--- src/rtl/if_id_pipe.sv ---
// IF/ID pipeline register with valid/ready handshake, a one-entry skid
// buffer and a flush input. The skid register lets the upstream ready
// come purely from registered state, so id_ready never reaches if_ready
// combinationally while still sustaining one instruction per cycle.
module if_id_pipe #(
  parameter int                ADDR_W   = 32,
  parameter int                INST_W   = 32,
  parameter logic [INST_W-1:0] NOP_INST = INST_W'(32'h0000_0013)
) (
  input  logic              clk,
  input  logic              rst,
  input  logic              if_valid,
  output logic              if_ready,
  input  logic [ADDR_W-1:0] if_pc,
  input  logic [INST_W-1:0] if_inst,
  input  logic              flush,
  output logic              id_valid,
  input  logic              id_ready,
  output logic [ADDR_W-1:0] id_pc,
  output logic [INST_W-1:0] id_inst
);

  // Output (decode-facing) register
  logic              id_valid_reg, id_valid_next;
  logic [ADDR_W-1:0] id_pc_reg,    id_pc_next;
  logic [INST_W-1:0] id_inst_reg,  id_inst_next;

  // Skid register: catches the one beat accepted while the output stalls
  logic              skid_v_reg,    skid_v_next;
  logic [ADDR_W-1:0] skid_pc_reg,   skid_pc_next;
  logic [INST_W-1:0] skid_inst_reg, skid_inst_next;

  logic in_acc;
  logic out_free;

  // Ready depends only on the skid flag (and reset), never on id_ready
  assign if_ready = !skid_v_reg && !rst;
  assign in_acc   = if_valid && if_ready;
  assign out_free = !id_valid_reg || id_ready;

  assign id_valid = id_valid_reg;
  assign id_pc    = id_pc_reg;
  assign id_inst  = id_inst_reg;

  // Next-state selection: flush beats normal flow; reset is applied in the flop
  always_comb begin
    id_valid_next  = id_valid_reg;
    id_pc_next     = id_pc_reg;
    id_inst_next   = id_inst_reg;
    skid_v_next    = skid_v_reg;
    skid_pc_next   = skid_pc_reg;
    skid_inst_next = skid_inst_reg;

    if (flush) begin
      // Drop everything held and whatever is accepted this cycle; PC is kept
      id_valid_next = 1'b0;
      id_inst_next  = NOP_INST;
      skid_v_next   = 1'b0;
    end else if (out_free) begin
      if (skid_v_reg) begin
        // Drain the skid first; if_ready is low so nothing new arrives
        id_valid_next = 1'b1;
        id_pc_next    = skid_pc_reg;
        id_inst_next  = skid_inst_reg;
        skid_v_next   = 1'b0;
      end else if (in_acc) begin
        id_valid_next = 1'b1;
        id_pc_next    = if_pc;
        id_inst_next  = if_inst;
      end else begin
        // Bubble: present a NOP so a careless decoder sees harmless code
        id_valid_next = 1'b0;
        id_inst_next  = NOP_INST;
      end
    end else if (in_acc) begin
      // Output is stalled with valid data: park the incoming beat
      skid_v_next    = 1'b1;
      skid_pc_next   = if_pc;
      skid_inst_next = if_inst;
    end
  end

  // State registers with synchronous reset
  always_ff @(posedge clk) begin
    if (rst) begin
      id_valid_reg  <= 1'b0;
      id_pc_reg     <= '0;
      id_inst_reg   <= NOP_INST;
      skid_v_reg    <= 1'b0;
      skid_pc_reg   <= '0;
      skid_inst_reg <= NOP_INST;
    end else begin
      id_valid_reg  <= id_valid_next;
      id_pc_reg     <= id_pc_next;
      id_inst_reg   <= id_inst_next;
      skid_v_reg    <= skid_v_next;
      skid_pc_reg   <= skid_pc_next;
      skid_inst_reg <= skid_inst_next;
    end
  end

endmodule

--- config.mk ---
export PLATFORM = sky130hd
export DESIGN_NAME = if_id_pipe
export DESIGN_NICKNAME = d
export VERILOG_FILES = /design/src/rtl/if_id_pipe.sv
export SDC_FILE = /design/constraint.sdc
export NUM_CORES = 1
export LEC_CHECK = 0
export BUFFER_PORTS_ARGS = -buffer_cell sky130_fd_sc_hd__buf_2
export CAP_MARGIN = 15
export CORE_MARGIN = 2
export CORE_UTILIZATION = 35
export DETAILED_ROUTE_END_ITERATION = 12
export RECOVER_POWER = 25
export SLEW_MARGIN = 10
export SYNTH_ARGS = -nofsm -noshare
export SYNTH_HDL_FRONTEND = slang
export SYNTH_SLANG_ARGS = --single-unit
--- constraint.sdc ---
create_clock -name clk -period 3.9 [get_ports clk]
set_input_delay 1.17 -clock clk [delete_from_list [all_inputs] [get_ports clk]]
set_output_delay 1.17 -clock clk [all_outputs]
set_load 0.03 [all_outputs]
==> flow_summary.yaml <==
grt:
  grt_pass1_wl_um: 22700
  grt_max_degree: 90
  antenna_found_initial: 0
  globalRouteTotalUtil_pct: 17.0
  grt_pass1_vias: 4445
  grt-ovfl-total: 0
cts:
  cts_tree: "built"
  post_cts_buffers: 0
  clkLatencyLatePin_ns: 0.41
  cts_resized: 0
  hold_buffers: 0
  numClockSinks: 130
  clk_pin_slew_ns: 0.06
  cts-buffers-inserted: 17
  root_buffer: "clkbuf_16"
  cts.path.max_buffers: 2
  cts-htree-levels: 4
synthesis:
  synth_area_leader_cell: "dfxtp_1"
  synth.distinct_cells: 27
  synth_area_leaders: "dfxtp_1 46%, a21oi_1 5.8%, mux2i_1 5.7%"
  synth-async-reset-ratio_pct: 0
  netlist_top_cells_count: "130 x dfxtp_1, 69 x nor2_1, 65 x a21oi_1"
  synth_edf_count: 0
  syn-cell-area_mm2: 0.00563
  postSynthNetCount: 700
  yosysSeqAreaShare_pct: 46.3
  synth_top_flop_cell: "dfxtp_1"
  syn_area_per_cell_um2: 8.92
  yosys_warnings: 0
  synth_top_cell_area_share_pct: 46.3
  synth-seq-cells: 130
  yosysMostFrequentCell: "dfxtp_1"
  syn_inst: 631
placement:
  place_area_mm2: 0.00632
  gp_congestion: 0.703
  port_buffers: 134
  hpwl_um: 8940
outcome:
  status: "completed"
pwr:
  vdd_drop_max_uv: 298
  p_leak_uw: 0.00253
  power_density_mw_per_mm2: 459
  power_uw: 3130
critical_path:
  startpoint_type: "input port"
  slowest_stage: "buf_2"
  max_stage_delay_ns: 0.21
  cp.required_ns: 2.73
  path_cells: "buf_4, nor2_1, buf_2"
  critical-path-top-delay-family: "buffers and inverters"
  worstSetupPathType: "in -> out"
  crit_buf_inv: 2
  crit_fanout: 20
  end_kind: "output port"
  worstPathArrival_ns: 1.69
drt:
  met3_wirelength_um: 966
  drt-vias-per-instance: 4.99
  vias: 4771
  drt_iter0_markers: 295
  avgRoutedWirePerCell_um: 15.2
  first_pass_iters: 4
  met2_length_um: 6260
  wl_um: 14500
  final_antenna_net_count: 0
  drcViolationCount: 0
  top_layer: "met4"
  wl_met1_um: 7180
sta:
  hold_viol: 0
  slew_violations: 0
  min_period_ns: 2.86
  rsz0062_at_grt: "no"
  hold-worst-slack_ns: 0.477
  relSlewSlack_pct: 36.1
  fin_tns_setup_ns: 0
  tightest_slew_ns: 0.958
  finalSetupViolCount: 0
  finalCritPeriodShare_pct: 73.3
  fmax_mhz: 350
  fin_skew_ns: 0.00842
layout:
  area_growth_pct: 21.1
  multi_input_area_mm2: 0.00267
  layout.nets: 799
  fin_area_mm2: 0.00682
  drive_above_1_share_pct: 19.0
  diodes: 0
  seqCellArea_mm2: 0.00261
  fill_cells: 1633
worst_hold_path:
  holdCritPathClass: "reg -> reg"
floorplanning:
  core-area_mm2: 0.0158
  die_h_um: 131
  die_w_um: 131
  initial_core_util_pct: 35.7
  io_pins: 135
  row_count: 46
  fp.dieArea_mm2: 0.0171
job:
  drv_cap: 0
layout by cell type (no fill, tap or decap), types with 18 or more instances in the layout:
master	synthesis	routed
nand3_1	61	61
dfxtp_1	130	129
clkbuf_1	26	54
buf_2	23	84
a21oi_1	65	65
nor3_1	30	30
nor2_1	69	69
mux2i_1	32	32
clkbuf_16	0	18
o21ai_1	57	57
mux2_1	25	25
a221oi_1	29	29
nor2b_1	37	36
tightest hold or removal path, stage by stage (launching register included):
cell	delay [ns]
dfxtp_1	0.30
o21ai_0	0.07
a21oi_1	0.06
kinds of logic after synthesis:
group | Yosys count | synth area share (%)
compound gates | 162 | 16.8
mux | 64 | 12.1
flops | 130 | 46.3
buf+inv | 68 | 6.58
simple gates | 207 | 18.3
cell type report:
type / count / share of cell area [%]
clock buffer: 26 / 7.49
clock inverter: 4 / 0.698
inverter: 1 / 0.0551
multi-input combinational: 433 / 39.1
sequential: 130 / 38.2
tap: 216 / 3.97
timing repair buffer: 147 / 10.4
worst paths after layout:
kind	to	from	slack (ns)	cells past startpoint
setup / recovery	if_ready	rst	1.04	3
hold / removal	skid_inst_reg[3]$_SDFFE_PP0P_	skid_inst_reg[3]$_SDFFE_PP0P_	0.48	2
setup reg to reg	skid_pc_reg[20]$_SDFFE_PP0P_	skid_v_reg$_SDFFE_PP0P_	1.85	4
hold reg to reg	skid_inst_reg[3]$_SDFFE_PP0P_	skid_inst_reg[3]$_SDFFE_PP0P_	0.48	2
stage by stage:
step	worst slack (ns)	instances	utilization, %
final	1.04	957	43.2
after global routing	0.997	957	43.2
after CTS	1.00	957	43.6
after detailed placement	0.900	927	40.1
after global placement	0.934	927	40.1
after floorplan	0.640	631	-
where the power goes:
| part | switching, uW | internal (uW) | total, uW |
|---|---|---|---|
| clock network | 544 | 957 | 1500 |
| logic | 174 | 86.6 | 260 |
| registers | 12.0 | 1350 | 1360 |
metal layers:
metal  global-route usage (%)  vias up
li1                         -     2433
met1                     23.2     2200
met2                     25.7      130
met3                     5.33        8
met4                     5.26        0
met5                        0        -
(Power assumes the default switching activity.)
